### src/rtl/alu_bist_if.sv
// ALU request/response bundle between the BIST initiator (master) and the ALU (slave).
interface alu_bist_if;
   logic [31:0] src_A;
   logic [31:0] src_B;
   logic [3:0]  alu_op;
   logic [31:0] alu_result;
   logic        zero;

   modport master (output src_A, output src_B, output alu_op, input alu_result, input zero);
   modport slave  (input src_A, input src_B, input alu_op, output alu_result, output zero);
endinterface

### src/rtl/alu_bist.sv
// Built-in self-test initiator for the RV32I ALU: replays a vector ROM and reports pass/fail.
// Optional macro ALU_BIST_HALT_ON_FAIL_EN stops the run at the first mismatching vector.
module alu_bist #(
   parameter int NUM_VECTORS   = 11,
   parameter int SETTLE_CYCLES = 1
) (
   input  logic        i_clk,
   input  logic        i_reset,
   input  logic        i_start,
   alu_bist_if.master  bus,
   output logic        o_busy,
   output logic        o_done,
   output logic        o_pass,
   output logic [5:0]  o_fail_count,
   output logic [3:0]  o_first_fail_idx,
   output logic [31:0] o_fail_result
);

   typedef enum logic [1:0] {
      S_IDLE   = 2'd0,
      S_SETTLE = 2'd1,
      S_CHECK  = 2'd2,
      S_DONE   = 2'd3
   } state_t;

   typedef struct packed {
      logic [31:0] a;
      logic [31:0] b;
      logic [3:0]  op;
   } stim_t;

   typedef struct packed {
      logic [31:0] res;
      logic        z;
   } expect_t;

   localparam int         CW          = (SETTLE_CYCLES > 1) ? $clog2(SETTLE_CYCLES) : 1;
   localparam logic [CW-1:0] SETTLE_LAST = CW'(SETTLE_CYCLES - 1);
   localparam logic [3:0] LAST_IDX    = 4'(NUM_VECTORS - 1);
   localparam logic [3:0] OP_NOP      = 4'b1111;
   localparam logic [5:0] FC_MAX      = 6'd63;

   function automatic stim_t rom_stim(input logic [3:0] idx);
      case (idx)
         4'd0:    rom_stim = {32'd1972,       32'd1121,       4'b0000};
         4'd1:    rom_stim = {32'd30,         32'd30,         4'b0001};
         4'd2:    rom_stim = {32'hF0F0_F0F0,  32'h0F0F_0F0F,  4'b0010};
         4'd3:    rom_stim = {32'hF0F0_F0F0,  32'h0F0F_0F0F,  4'b0011};
         4'd4:    rom_stim = {32'h7777_7777,  32'hEF07_189A,  4'b0100};
         4'd5:    rom_stim = {32'h0000_0000,  32'hF000_0001,  4'b0101};
         4'd6:    rom_stim = {32'hF000_0000,  32'hF000_0001,  4'b0110};
         4'd7:    rom_stim = {32'h0FFF_FFFF,  32'd3,          4'b0111};
         4'd8:    rom_stim = {32'hDEAD_BEEF,  32'd8,          4'b1000};
         4'd9:    rom_stim = {32'hFDEA_DBEF,  32'd4,          4'b1001};
         4'd10:   rom_stim = {32'hFFFF_FFFF,  32'h0FF0_0FF0,  4'b1010};
         default: rom_stim = {32'h0000_0000,  32'h0000_0000,  OP_NOP};
      endcase
   endfunction

   function automatic expect_t rom_exp(input logic [3:0] idx);
      case (idx)
         4'd0:    rom_exp = {32'h0000_0C15, 1'b0};
         4'd1:    rom_exp = {32'h0000_0000, 1'b1};
         4'd2:    rom_exp = {32'h0000_0000, 1'b1};
         4'd3:    rom_exp = {32'hFFFF_FFFF, 1'b0};
         4'd4:    rom_exp = {32'h9870_6FED, 1'b0};
         4'd5:    rom_exp = {32'h0000_0000, 1'b1};
         4'd6:    rom_exp = {32'h0000_0001, 1'b0};
         4'd7:    rom_exp = {32'h7FFF_FFF8, 1'b0};
         4'd8:    rom_exp = {32'h00DE_ADBE, 1'b0};
         4'd9:    rom_exp = {32'hFFDE_ADBE, 1'b0};
         4'd10:   rom_exp = {32'hF00F_F00F, 1'b0};
         default: rom_exp = {32'h0000_0000, 1'b0};
      endcase
   endfunction

   state_t         r_state, w_state;
   logic [CW-1:0]  r_cnt, w_cnt;
   logic [3:0]     r_idx, w_idx;
   logic [31:0]    r_src_a, w_src_a;
   logic [31:0]    r_src_b, w_src_b;
   logic [3:0]     r_alu_op, w_alu_op;
   logic           r_busy, w_busy;
   logic           r_done, w_done;
   logic           r_pass, w_pass;
   logic [5:0]     r_fail_count, w_fail_count;
   logic [3:0]     r_first_fail_idx, w_first_fail_idx;
   logic [31:0]    r_fail_result, w_fail_result;

   logic [3:0]     w_load_idx;
   stim_t          w_stim;
   expect_t        w_exp;
   logic           w_mismatch;
   logic           w_halt;
   logic [5:0]     w_fc_chk;

   // Next-state and next-output logic; every register holds unless a branch updates it.
   always_comb begin
      w_state          = r_state;
      w_cnt            = r_cnt;
      w_idx            = r_idx;
      w_src_a          = r_src_a;
      w_src_b          = r_src_b;
      w_alu_op         = r_alu_op;
      w_busy           = r_busy;
      w_done           = r_done;
      w_pass           = r_pass;
      w_fail_count     = r_fail_count;
      w_first_fail_idx = r_first_fail_idx;
      w_fail_result    = r_fail_result;

      // CHECK loads the following vector; a start always loads vector 0.
      w_load_idx = (r_state == S_CHECK) ? (r_idx + 4'd1) : 4'd0;
      w_stim     = rom_stim(w_load_idx);
      w_exp      = rom_exp(r_idx);
      w_mismatch = (bus.alu_result != w_exp.res) || (bus.zero != w_exp.z);
      if (w_mismatch) begin
         w_fc_chk = (r_fail_count == FC_MAX) ? r_fail_count : (r_fail_count + 6'd1);
      end else begin
         w_fc_chk = r_fail_count;
      end
`ifdef ALU_BIST_HALT_ON_FAIL_EN
      w_halt = w_mismatch;
`else
      w_halt = 1'b0;
`endif

      case (r_state)
         S_IDLE, S_DONE: begin
            if (i_start) begin
               w_state          = S_SETTLE;
               w_cnt            = '0;
               w_idx            = 4'd0;
               w_src_a          = w_stim.a;
               w_src_b          = w_stim.b;
               w_alu_op         = w_stim.op;
               w_busy           = 1'b1;
               w_done           = 1'b0;
               w_pass           = 1'b0;
               w_fail_count     = 6'd0;
               w_first_fail_idx = 4'd0;
               w_fail_result    = 32'd0;
            end else begin
               w_state = r_state;
            end
         end
         S_SETTLE: begin
            if (r_cnt == SETTLE_LAST) begin
               w_state = S_CHECK;
            end else begin
               w_cnt = r_cnt + CW'(1'b1);
            end
         end
         S_CHECK: begin
            w_fail_count = w_fc_chk;
            if (w_mismatch && (r_fail_count == 6'd0)) begin
               w_first_fail_idx = r_idx;
               w_fail_result    = bus.alu_result;
            end else begin
               w_first_fail_idx = r_first_fail_idx;
            end
            if ((r_idx == LAST_IDX) || w_halt) begin
               w_state  = S_DONE;
               w_busy   = 1'b0;
               w_done   = 1'b1;
               w_pass   = (w_fc_chk == 6'd0);
               w_src_a  = 32'd0;
               w_src_b  = 32'd0;
               w_alu_op = OP_NOP;
            end else begin
               w_state  = S_SETTLE;
               w_cnt    = '0;
               w_idx    = r_idx + 4'd1;
               w_src_a  = w_stim.a;
               w_src_b  = w_stim.b;
               w_alu_op = w_stim.op;
            end
         end
         default: begin
            w_state = S_IDLE;
         end
      endcase
   end

   // State and output registers with synchronous reset.
   always_ff @(posedge i_clk) begin
      if (i_reset) begin
         r_state          <= S_IDLE;
         r_cnt            <= '0;
         r_idx            <= 4'd0;
         r_src_a          <= 32'd0;
         r_src_b          <= 32'd0;
         r_alu_op         <= OP_NOP;
         r_busy           <= 1'b0;
         r_done           <= 1'b0;
         r_pass           <= 1'b0;
         r_fail_count     <= 6'd0;
         r_first_fail_idx <= 4'd0;
         r_fail_result    <= 32'd0;
      end else begin
         r_state          <= w_state;
         r_cnt            <= w_cnt;
         r_idx            <= w_idx;
         r_src_a          <= w_src_a;
         r_src_b          <= w_src_b;
         r_alu_op         <= w_alu_op;
         r_busy           <= w_busy;
         r_done           <= w_done;
         r_pass           <= w_pass;
         r_fail_count     <= w_fail_count;
         r_first_fail_idx <= w_first_fail_idx;
         r_fail_result    <= w_fail_result;
      end
   end

   assign bus.src_A        = r_src_a;
   assign bus.src_B        = r_src_b;
   assign bus.alu_op       = r_alu_op;
   assign o_busy           = r_busy;
   assign o_done           = r_done;
   assign o_pass           = r_pass;
   assign o_fail_count     = r_fail_count;
   assign o_first_fail_idx = r_first_fail_idx;
   assign o_fail_result    = r_fail_result;

endmodule

### src/flat_wrapper.sv
// flat-port wrapper written by rule: the top's interface ports become plain ports
module alu_bist_flat 
#(
   parameter int NUM_VECTORS   = 11,
   parameter int SETTLE_CYCLES = 1
)
  (i_clk, i_reset, i_start, o_busy, o_done, o_pass, o_fail_count, o_first_fail_idx, o_fail_result, bus_src_A, bus_src_B, bus_alu_op, bus_alu_result, bus_zero);
  alu_bist_if bus_i ();
  input  logic i_clk;
  input  logic i_reset;
  input  logic i_start;
  output logic o_busy;
  output logic o_done;
  output logic o_pass;
  output logic [5:0] o_fail_count;
  output logic [3:0] o_first_fail_idx;
  output logic [31:0] o_fail_result;
  output wire logic [$bits(bus_i.src_A)-1:0] bus_src_A;
  output wire logic [$bits(bus_i.src_B)-1:0] bus_src_B;
  output wire logic [$bits(bus_i.alu_op)-1:0] bus_alu_op;
  input wire logic [$bits(bus_i.alu_result)-1:0] bus_alu_result;
  input wire logic [$bits(bus_i.zero)-1:0] bus_zero;
  assign bus_src_A = bus_i.src_A;
  assign bus_src_B = bus_i.src_B;
  assign bus_alu_op = bus_i.alu_op;
  assign bus_i.alu_result = bus_alu_result;
  assign bus_i.zero = bus_zero;
  alu_bist #(.NUM_VECTORS(NUM_VECTORS), .SETTLE_CYCLES(SETTLE_CYCLES)) u_core (.i_clk(i_clk), .i_reset(i_reset), .i_start(i_start), .bus(bus_i), .o_busy(o_busy), .o_done(o_done), .o_pass(o_pass), .o_fail_count(o_fail_count), .o_first_fail_idx(o_first_fail_idx), .o_fail_result(o_fail_result));
endmodule
### config.mk
export PLATFORM = sky130hd
export DESIGN_NAME = alu_bist_flat
export DESIGN_NICKNAME = d
export VERILOG_FILES = /design/src/rtl/alu_bist_if.sv /design/src/rtl/alu_bist.sv /design/src/flat_wrapper.sv
export SDC_FILE = /design/constraint.sdc
export NUM_CORES = 1
export LEC_CHECK = 0
export ABC_CLOCK_PERIOD_IN_PS = 3750
export CAP_MARGIN = 0
export CORE_MARGIN = 3
export CORE_UTILIZATION = 45
export DETAILED_ROUTE_END_ITERATION = 16
export PLACE_DENSITY = 0.77
export RECOVER_POWER = 25
export SYNTH_ARGS = -nofsm -noshare
export SYNTH_HDL_FRONTEND = slang
export SYNTH_SLANG_ARGS = --single-unit
### constraint.sdc
create_clock -name i_clk -period 3.75 [get_ports i_clk]
set_clock_uncertainty 0.05 [all_clocks]
set_input_delay 0.375 -clock i_clk [delete_from_list [all_inputs] [get_ports i_clk]]
set_output_delay 0.375 -clock i_clk [all_outputs]
set_load 0.05 [all_outputs]
Word-level counts from Yosys, hierarchy flattened
Memory sizes are Yosys's and may differ from the RTL's. A register that Yosys moved wholly into a read port is not among the register bits.
Cells that the tools add are included.
W data, S select, Z words.
{"block": "word_totals", "mem_bits_ro": 1568, "mem_count": 2, "register_bits": 120, "inputBits": 36, "output_inout_bits": 113, "elab_cells": 81}
{"block": "op_classes", "eq_ne": 12, "n_mux": 39, "reduce_logical": 13, "addsub": 3}
{"memory": "(no name shown)", "words": 16, "word_bits": 65, "read_ports": 1, "rd_clocked_by_memory_dff": 0, "wr": 0, "line_no": "alu_bist.sv:44", "rtl": "case (idx)"}
{"memory": "(no name shown)", "words": 16, "word_bits": 33, "read_ports": 1, "rd_clocked_by_memory_dff": 1, "wr": 0, "line_no": "alu_bist.sv:61", "rtl": "case (idx)"}
{"cell": "$mux W32", "count": 6}
{"cell": "$pmux W32 S2", "count": 3}
{"cell": "$mux W4", "count": 8}
{"cell": "$ne A32 B32 Y1", "count": 1}
{"cell": "$pmux W4 S2", "count": 3}
{"cell": "$mux W6", "count": 3}
{"cell": "$logic_not A6 Y1", "count": 2}
{"cell": "$pmux W6 S2", "count": 1}
{"cell": "$ne A2 B2 Y1 const B", "count": 5}
{"cell": "$reduce_and A3 Y1", "count": 3}
{"cell": "$mux W1", "count": 7}
{"cell": "$add A6 B1 Y6 const B", "count": 1}
{"cell": "$eq A6 B6 Y1 const B", "count": 1}
{"cell": "$mux W2", "count": 3}
{"cell": "$pmux W1 S2", "count": 3}
{"cell": "$pmux W2 S3", "count": 1}
{"cell": "$reduce_and A2 Y1", "count": 3}
{"cell": "$add A4 B1 Y4 const B", "count": 1}
{"cell": "$eq A2 B2 Y1 const B", "count": 2}
{"cell": "$eq A4 B4 Y1 const B", "count": 1}
{"cell": "$pmux W1 S3", "count": 1}
{"cell": "$eq A2 B1 Y1 const B", "count": 1}
{"cell": "$logic_not A2 Y1", "count": 1}
{"cell": "$reduce_bool A2 Y1", "count": 1}
{"cell": "5 further kinds", "count": 5}

Longest topological paths before layout
Gate-level depths: netlist of run 1.
{"block": "logic_depth", "ltp_word": 6, "mapped_depth": 14, "mapped_depth_nobuf": 13}

Least setup slack after synthesis of run 1
OpenSTA, ideal clock, no wires.
{"block": "synth_path", "kind": "reg2reg", "startpoint": "register u_core.r_state[0]", "endpoint": "register u_core.w_exp[14] (netlist name)", "required_time_ns": 3.559, "arrival_time_ns": 2.555, "path_buffers": 1, "synth_period_minus_slack_ns": 2.746, "setup_time_ns": 0.141, "path_stages_with_launch": 13, "slack_ns": 1.004, "cell_sequence": "dfxtp_1 > inv_1 > ha_1 > buf_2 > mux2_2 > nand2_1 > a21oi_1 > nor2_1 > inv_1 > ha_1 > inv_1 > mux2i_1 > o22ai_1"}
{"block": "synth_via", "elab_chain_cells": 6, "word_cells_on_any_way": 11, "classes_between": "eq/ne: 4; mux: 3; reduce/logical: 4"}
{"item": "start, declared", "line_no": "alu_bist.sv:77", "rtl": "state_t r_state, w_state;"}
{"item": "start signal, assigned", "line_no": "alu_bist.sv:201", "rtl": "r_state <= w_state;"}
{"item": "$eq A2 B2 Y1 / $logic_not A2 Y1 (equally long branches)", "line_no": "alu_bist.sv:128", "rtl": "case (r_state)"}
{"item": "$reduce_or A2 Y1", "line_no": "alu_bist.sv:128"}
{"item": "$ne A2 B2 Y1 (no source line) / $reduce_bool A2 Y1 (equally long branches)"}
{"item": "$reduce_and A3 Y1 (no source line)"}
{"item": "$mux W4 (no source line) * (2 in series)"}
Every way passes the cells marked *; elsewhere a longest branch is shown, timed or not.
A chain may end at the register's enable or synchronous reset.

Final worst setup path of run 1
{"block": "layout_path", "startpoint": "register u_core.r_state[0]", "endpoint": "register u_core.w_exp[14] (netlist name)"}
{"block": "layout_via", "elab_chain_cells": 6, "word_cells_on_any_way": 11, "classes_between": "eq/ne: 4; mux: 3; reduce/logical: 4"}
{"item": "$eq A2 B2 Y1 / $logic_not A2 Y1 (equally long branches)", "line_no": "alu_bist.sv:128"}
{"item": "$reduce_or A2 Y1", "line_no": "alu_bist.sv:128"}
{"item": "$ne A2 B2 Y1 (no source line) / $reduce_bool A2 Y1 (equally long branches)"}
{"item": "$reduce_and A3 Y1 (no source line)"}
{"item": "$mux W4 (no source line) * (2 in series)"}
Marks and branches as above.

==> results_dict.tcl, run 1 <==
set metrics [dict create \
    status "completed" \
    ant_nets 0 \
    clockRootBuffer "clkbuf_16" \
    crit_type "register to register" \
    reg2reg_slack_ns 0.41 \
    firstDrtPassIters 5 \
    ys_seq_area_share_pct 43.12 \
    ys_warn_count 0 \
    min-delay-start "u_core.o_fail_result[30]" \
    cts_hold_buf 0 \
    grt_pass1_vias 4621 \
    layout_common_cells "110 x dfxtp_1, 93 x clkdlybuf4s50_1, 78 x nor2_1" \
    ys_seq_elements 110 \
    nNetsFinal 759 \
    hold_ws_ns 0.4027 \
    cts-resized-gates 0 \
    cts_sinks 110 \
    worst_pin_slew_ns 0.9770 \
    cts_tree "done" \
    max_freq_mhz 299.3 \
    cts_buffers 9 \
    p_per_area_mw_per_mm2 603.4 \
    multi_input_area_mm2 0.002506 \
    synthArstFlopShare_pct 0 \
    post_cts_buffers 0 \
    crit_arrival_ns 3.49 \
    initial_core_util_pct 46.50 \
    cp_max_fo 7 \
    place_congestion 0.9012 \
    fillCellCount 979 \
    reg2reg_depth 11 \
    design_area_mm2 0.006738 \
    die_h_um 112.5 \
    synth_flop_cell "dfxtp_1" \
    ir_drop_v 0.0004427 \
    hold_class "register to register" \
    worstPathRequired_ns 3.90 \
    post_drt_wl_per_cell_um 16.60 \
    layout-drive-gt1-share_pct 4.641 \
    io_buffers 145 \
    dieArea_mm2 0.01266 \
    rows 38 \
    finalWirelength_mm 14.13 \
    r2r-start "u_core.r_state[0]" \
    synthDistinctLibCells 53 \
    track_usage_pct 22.16 \
    slew_headroom_pct 34.86 \
    finalHoldViolCount 0 \
    holdPathEnd "u_core.o_fail_result[30]" \
    die_w_um 112.5 \
    grt_first_pass_wirelength_mm 23.20 \
    syn_area_mm2 0.005107 \
    vias 4783 \
    synth_area_per_cell_um2 8.442 \
    drv_cap 0 \
    antenna_cells 0 \
    clk_latency_ns 0.35 \
    coreArea_mm2 0.01098 \
    placed_cell_area_mm2 0.006435 \
    hpwl_mm 10.34 \
    grt_max_degree 59 \
    fin_crit_sh_pct 89.10 \
    whs_path_depth 2 \
    grt_overflow 0 \
    end_kind "register" \
    regToRegEndpoint "u_core.w_exp[14]" \
    viasPerCell 5.620 \
    htreeDepth 3 \
    seqCellArea_mm2 0.002202 \
    ios 149 \
    setup-tns-final_ns 0 \
    area_growth_pct 31.92 \
    final_common_cell "dfxtp_1" \
    initialDrtViolationCount 474 \
    drv_slew 0 \
    setup_viol 0 \
    grt_setup_unrepaired "false" \
    synth_cells 605 \
    clockBufferDepth 2 \
    power.static_leakage_nw 2.626 \
    drc 0 \
    cp-start-kind "register" \
    synth_edf_count 0 \
    antenna_found_initial 0 \
    cts.clk_slew.worst_paths_ns 0.07 \
    final.min_clock_period_ns 3.341 \
    total_power_mw 4.066 \
]
## critical path, cell delays in order (launching register included)
cell     delay [ns]
dfxtp_1        0.39
inv_1          0.06
ha_1           0.46
mux2_2         0.39
nand2_1        0.22
a21oi_1        0.17
nor2_1         0.22
inv_1          0.10
ha_1           0.38
inv_1          0.08
mux2i_1        0.46
o22ai_1        0.20
## metrics by stage
| step | utilization [%] | setup WS [ns] | instances |
|---|---|---|---|
| 3_3_place_gp | 58.59 | 0.6276 | 835 |
| 2_1_floorplan | - | 1.004 | 607 |
| 5_1_grt | 61.35 | 0.1731 | 851 |
| 3_5_place_dp | 58.59 | 0.5176 | 835 |
| 6_report | 61.35 | 0.4088 | 851 |
| 4_1_cts | 61.35 | 0.4703 | 851 |
## cells in the mapped netlist, types with 3 or more instances
cell type / number / area share (%)
a211oi_1: 5 / 0.74
a21oi_1: 54 / 5.3
a22oi_1: 44 / 6.5
a31oi_1: 5 / 0.61
and2_1: 6 / 0.74
and3_1: 4 / 0.49
and4_1: 3 / 0.51
buf_2: 5 / 0.49
buf_4: 30 / 4.4
clkbuf_1: 28 / 2.1
dfxtp_1: 110 / 43
ha_1: 17 / 4.2
inv_1: 14 / 1.0
mux2i_1: 8 / 1.6
nand2_1: 61 / 4.5
nand2b_1: 7 / 0.86
nand3_1: 11 / 1.1
nand4_1: 16 / 2.0
nor2_1: 78 / 5.7
nor3_1: 6 / 0.59
nor4_1: 6 / 0.74
o21ai_0: 21 / 2.1
o21ai_1: 5 / 0.49
o22ai_1: 9 / 1.1
xnor2_1: 18 / 3.1
## worst max-delay path by stage
stage / slack (ns) / from / to / depth (start not counted)
final: 0.41 / u_core.r_state[0] / u_core.w_exp[14] / 11
after global routing: 0.17 / u_core.r_state[0] / u_core.w_exp[14] / 11
after CTS: 0.47 / u_core.r_state[0] / u_core.w_exp[14] / 11
after detailed placement: 0.52 / u_core.r_state[0] / u_core.w_exp[14] / 11
after global placement: 0.63 / u_core.r_state[0] / u_core.w_exp[14] / 11
after floorplan: 1.00 / u_core.r_state[0] / u_core.w_exp[14] / 12
## layout make-up
class | instances | area share [%]
clock inverters | 3 | 0.6314
multi-input cells | 419 | 37.20
clock buffers | 13 | 3.863
well taps | 140 | 2.600
flip-flops and latches | 110 | 32.68
repair buffers | 152 | 22.25
inverters | 14 | 0.7799
## power by group
group	internal, mW	total, mW	switching [mW]
clock network	0.554	0.966	0.412
logic	0.513	1.70	1.18
registers	1.32	1.40	0.0878
total	2.38	4.07	1.68
## cell families (layout without fill, tap and decap cells)
family / after synthesis / in the layout / synth area share [%]
AND/OR/NAND/NOR: 209 / 209 / 19.28
multiplexers: 10 / 10 / 2.009
XOR/XNOR: 19 / 19 / 3.258
adder cells (fa/ha/maj): 17 / 17 / 4.165
buffers and inverters: 78 / 182 / 8.207
AO/OA/AOI/OAI: 161 / 161 / 19.89
other: 1 / 3 / 0.07342
flip-flops: 110 / 110 / 43.12
## per-layer routing
layer / global-route usage, % / vias to the layer above / share of wire [%]
li1: - / 2304 / -
met1: 30.23 / 2250 / 44
met2: 35.64 / 207 / 48
met3: 5.229 / 22 / 6.5
met4: 5.529 / 0 / 1.7
met5: 0 / - / 0
## state kept, by name, indices dropped and copies added (netlist names)
| name | count |
|---|---|
| u_core.o_done | 1 |
| u_core.bus.alu_op | 4 |
| u_core.w_exp | 18 |
| u_core.o_busy | 1 |
| u_core.o_pass | 1 |
| u_core.r_idx | 4 |
| u_core.bus.src_B | 16 |
| u_core.o_first_fail_idx | 4 |
| u_core.r_state | 2 |
| u_core.o_fail_count | 6 |
| u_core.bus.src_A | 21 |
| u_core.o_fail_result | 32 |
No activity file was read; power rests on OpenSTA's default activity.
==> run 2: changes to the inputs <==
==> constraint.sdc (replaced) <==
create_clock -name i_clk -period 3.75 [get_ports i_clk]
set_clock_uncertainty 0.05 [all_clocks]
set_input_delay 0.75 -clock i_clk [delete_from_list [all_inputs] [get_ports i_clk]]
set_output_delay 0.75 -clock i_clk [all_outputs]
set_load 0.05 [all_outputs]
==> run 2 against run 1 <==
Sequential cell count is the same. Global-route usage shrank 0.19 points. Maximum frequency rose by 1.2%. Non-clock buffer count is 1 higher.
==> results_dict.tcl, run 2 (same netlist as run 1, synthesis figures left out) <==
set metrics [dict create \
    status "completed" \
    hold_class "register to register" \
    drv_slew 0 \
    holdPathEnd "u_core.bus.src_A[4]" \
    track_usage_pct 21.97 \
    cts.clk_slew.worst_paths_ns 0.07 \
    antenna_cells 0 \
    post_drt_wl_per_cell_um 16.67 \
    fin_util_pct 61.37 \
    p_per_area_mw_per_mm2 599.2 \
    regToRegEndpoint "u_core.w_exp[14]" \
    power.static_leakage_nw 2.608 \
    path_delay_family "buffers and inverters" \
    cts-resized-gates 0 \
    dieArea_mm2 0.01266 \
    cpMaxStageDelayCell "dlygate4sd3_1" \
    die_h_um 112.5 \
    crit_type "input port to register" \
    largest_reg_flops 32 \
    layout-drive-gt1-share_pct 5.056 \
    cts_hold_buf 0 \
    grt_setup_unrepaired "false" \
    setup_viol 0 \
    vias 4765 \
    initialDrtViolationCount 383 \
    final.min_clock_period_ns 3.300 \
    slew_headroom_pct 31.44 \
    ios 149 \
    grt_overflow 0 \
    worstPathRequired_ns 3.90 \
    io_buffers 145 \
    drc 0 \
    cp_num_buf_inv 3 \
    reg2reg_slack_ns 0.56 \
    nNetsFinal 760 \
    dp_worst_setup_slack_ns 0.2446 \
    grt_first_pass_wirelength_mm 23.22 \
    design_area_mm2 0.006740 \
    min-delay-start "u_core.bus.src_A[4]" \
    worst_slack_ns 0.4496 \
    grt_pass1_vias 4479 \
    finalWirelength_mm 14.20 \
    crit_arrival_ns 3.45 \
    clockBufferDepth 2 \
    cts_buffers 9 \
    antenna_found_initial 0 \
    ir_drop_v 0.0004045 \
    placed_cell_area_mm2 0.006455 \
    worst_pin_slew_ns 1.028 \
    placedCellCount 836 \
    grt_max_degree 54 \
    whs_path_depth 2 \
    setup-tns-final_ns 0 \
    initial_core_util_pct 46.50 \
    clockRootBuffer "clkbuf_16" \
    final_cells 852 \
    end_kind "register" \
    fin_crit_sh_pct 88.01 \
    htreeDepth 3 \
    post_cts_buffers 0 \
    area_growth_pct 31.97 \
    slowest_delay_ns 0.67 \
    ant_nets 0 \
    worstPathCellList "dlygate4sd3_1 > nand2b_1 > nand3_1 > nor2_1 > a21oi_1 > nor2_1 > inv_1 > ha_1 > inv_1 > mux2i_1 > o22ai_1" \
    die_w_um 112.5 \
    rows 38 \
    coreArea_mm2 0.01098 \
    final_common_cell "dfxtp_1" \
    place_congestion 0.9510 \
    total_power_mw 4.038 \
    layout_common_cells "110 x dfxtp_1, 96 x clkdlybuf4s50_1, 78 x nor2_1" \
    clk_latency_ns 0.35 \
    finalHoldViolCount 0 \
    hpwl_mm 10.22 \
    drv_cap 0 \
    cts_tree "done" \
    cp_max_fo 7 \
    firstDrtPassIters 7 \
    r2r-start "u_core.r_state[0]" \
    cts_sinks 110 \
    reg2reg_depth 11 \
    viasPerCell 5.593 \
    max_freq_mhz 303.0 \
    hold_ws_ns 0.4063 \
    cp-start-kind "input port" \
]
==> run 2: cell types whose count changed in the layout (fill, tap and decap cells not counted) <==
cell	previous run	this run
and2_0	0	1
clkinv_4	0	2
clkbuf_1	2	0
clkinv_2	1	2
dlygate4sd3_1	51	48
buf_12	0	1
bufinv_16	1	0
clkbuf_8	2	1
inv_8	0	1
clkdlybuf4s50_1	93	96
and2_1	6	5
==> run 2: power by group <==
part           leakage [nW]  switching [mW]  internal (mW)  total (mW)
Sequential            0.892          0.0875           1.32        1.40
Clock                 0.140           0.446          0.474       0.921
Combinational          1.58            1.19          0.527        1.72
==> run 2: worst max path at each step <==
stage               slack (ns)  cells past startpoint               from          endpoint
global route              0.28                     11            i_start  u_core.w_exp[14]
finish                    0.45                     11            i_start  u_core.w_exp[14]
floorplan                 1.00                     12  u_core.r_state[0]  u_core.w_exp[14]
CTS                       0.60                     11            i_start  u_core.w_exp[14]
global placement          0.47                     11            i_start  u_core.w_exp[14]
detailed placement        0.24                     11            i_start  u_core.w_exp[14]
==> run 2: worst reg2reg max path: stages (launching register included) <==
cell and delay (ns):
dfxtp_1 0.39, inv_1 0.06, ha_1 0.45, mux2_2 0.39, nand2_1 0.21, a21oi_1 0.16, nor2_1 0.20, inv_1 0.10
ha_1 0.36, inv_1 0.08, mux2i_1 0.43, o22ai_1 0.17
==> run 2: area by class of cell <==
| cell class | instances | area, um^2 |
|---|---|---|
| Tap cell | 140 | 175.2 |
| Clock buffer | 10 | 239.0 |
| Clock inverter | 6 | 46.29 |
| Fill cell | 932 | 4243 |
| Sequential cell | 110 | 2202 |
| Timing Repair Buffer | 153 | 1519 |
| Inverter | 14 | 52.55 |
| Multi-Input combinational cell | 419 | 2506 |
==> run 2: metal layers <==
layer | track usage, % | wire length, um | vias up
li1 | - | - | 2310
met1 | 30.47 | 6443 | 2263
met2 | 35.76 | 6849 | 174
met3 | 3.612 | 711 | 18
met4 | 5.689 | 195 | 0
met5 | 0 | 0 | -
==> run 3: changes to the inputs <==
--- a/config.mk
+++ b/config.mk
@@ -10,6 +10,7 @@
 export CORE_MARGIN = 3
 export CORE_UTILIZATION = 45
 export DETAILED_ROUTE_END_ITERATION = 16
+export GPL_ROUTABILITY_DRIVEN = 0
 export PLACE_DENSITY = 0.77
 export RECOVER_POWER = 25
 export SYNTH_ARGS = -nofsm -noshare
==> run 3 against run 2 <==
Global-route usage rose by 0.24 points. Combinational power about the same. Total power rose by 2.7%. Critical endpoint unchanged. Register-to-register slack worse by 0.06 ns. Final cell count fell by 0.12%.
==> results_dict.tcl, run 3 (same netlist as run 1, synthesis figures left out) <==
set metrics [dict create \
    finalHoldViolCount 0 \
    p_per_area_mw_per_mm2 612.8 \
    min-delay-start "u_core.bus.src_B[19]" \
    clk_latency_ns 0.35 \
    cp_max_fo 7 \
    design_area_mm2 0.006770 \
    crit_type "input port to register" \
    max_freq_mhz 300.6 \
    grt_use_met1_pct 30.54 \
    placed_cell_area_mm2 0.006455 \
    viasPerCell 5.733 \
    finalWirelength_mm 14.59 \
    ios 149 \
    final.min_clock_period_ns 3.327 \
    cts-resized-gates 0 \
    final_common_cell "dfxtp_1" \
    worstPathCellList "dlygate4sd3_1 > nand2b_1 > nand3_1 > nor2_1 > a21oi_1 > nor2_1 > inv_1 > ha_1 > inv_1 > mux2i_1 > o22ai_1" \
    reg2reg_slack_ns 0.50 \
    drc 0 \
    cp-start-kind "input port" \
    r2r-start "u_core.r_state[0]" \
    largest_reg_flops 32 \
    drv_cap 0 \
    initialDrtViolationCount 437 \
    whs_path_depth 2 \
    layout-drive-gt1-share_pct 4.641 \
    nNetsFinal 760 \
    htreeDepth 3 \
    hpwl_mm 10.48 \
    grt_most_used_layer "met2" \
    drv_slew 0 \
    worst_pin_slew_ns 0.9979 \
    slew_headroom_pct 33.48 \
    slowest_delay_ns 0.68 \
    grt_first_pass_wirelength_mm 23.22 \
    cpMaxStageDelayCell "dlygate4sd3_1" \
    grt_setup_unrepaired "false" \
    cts.clk_slew.worst_paths_ns 0.07 \
    area_growth_pct 32.56 \
    setup-tns-final_ns 0 \
    track_usage_pct 22.21 \
    cts_tree "done" \
    post_drt_wl_per_cell_um 17.14 \
    hold_class "register to register" \
    io_buffers 145 \
    setup_viol 0 \
    seqCellArea_mm2 0.002202 \
    reg2reg_depth 11 \
    ant_nets 0 \
    ir_drop_v 0.0005016 \
    die_w_um 112.5 \
    clockBufferDepth 2 \
    grt_pass1_vias 4538 \
    cts_buffers 9 \
    startpoint "i_start" \
    power.static_leakage_nw 2.630 \
    grt_max_degree 60 \
    firstDrtPassIters 6 \
    grt_overflow 0 \
    status "completed" \
    multi_input_area_mm2 0.002506 \
    crit_arrival_ns 3.48 \
    initial_core_util_pct 46.50 \
    coreArea_mm2 0.01098 \
    clockRootBuffer "clkbuf_16" \
    rows 38 \
    grt_use_met3_pct 2.426 \
    vias 4879 \
    antenna_cells 0 \
    holdPathEnd "u_core.bus.src_B[19]" \
    layout_common_cells "110 x dfxtp_1, 95 x clkdlybuf4s50_1, 78 x nor2_1" \
    end_kind "register" \
    die_h_um 112.5 \
    cts_sinks 110 \
    post_cts_buffers 0 \
    fillCellCount 917 \
    dieArea_mm2 0.01266 \
    antenna_found_initial 0 \
    worstPathRequired_ns 3.90 \
    gr-usage-met2_pct 36.07 \
    regToRegEndpoint "u_core.w_exp[14]" \
    cts_hold_buf 0 \
    fin_crit_sh_pct 88.72 \
]
run 3: final cells by class:
| cell class | count | share of cell area [%] |
|---|---|---|
| Tap cell | 140 | 2.587 |
| Inverter | 14 | 0.7762 |
| Multi-Input combinational cell | 419 | 37.02 |
| Clock buffer | 12 | 3.641 |
| Clock inverter | 3 | 1.016 |
| Timing Repair Buffer | 153 | 22.44 |
| Sequential cell | 110 | 32.53 |
run 3: stage by stage:
step / power (mW) / std cells / worst slack (ns) / hold WS [ns] / util (%)
4_1_cts: 4.179 / 851 / 0.5419 / 0.4064 / 61.64
3_3_place_gp: 3.125 / 836 / 0.4700 / 0.3931 / 58.77
2_1_floorplan: 2.618 / 607 / 1.004 / 0.4288 / -
6_report: 4.149 / 851 / 0.4230 / 0.3999 / 61.64
3_5_place_dp: 3.163 / 836 / 0.1965 / 0.3958 / 58.77
5_1_grt: 4.330 / 851 / 0.2067 / 0.4223 / 61.64
run 3: power by group:
| part | total (mW) | internal (mW) | switching [mW] |
|---|---|---|---|
| registers | 1.40 | 1.32 | 0.0862 |
| logic | 1.73 | 0.529 | 1.20 |
| clock network | 1.02 | 0.602 | 0.417 |
| total | 4.15 | 2.45 | 1.70 |
run 3: worst max-delay path by stage:
stage	end	slack, ns
6_report	u_core.w_exp[14]	0.42
5_1_grt	u_core.w_exp[14]	0.21
4_1_cts	u_core.w_exp[14]	0.54
3_5_place_dp	u_core.w_exp[14]	0.20
3_3_place_gp	u_core.w_exp[14]	0.47
2_1_floorplan	u_core.w_exp[14]	1.00
run 3: critical path: cells and delay by family:
family	cells	cell delay, ns
multiplexers	1	0.42
adder cells (fa/ha/maj)	1	0.37
AND/OR/NAND/NOR	4	0.82
buffers and inverters	3	0.86
AO/OA/AOI/OAI	2	0.25
run 3: per-layer routing:
metal	wire, um	vias up
met5	0	-
met4	305	0
met3	800	27
met2	7084	217
met1	6397	2330
li1	-	2305
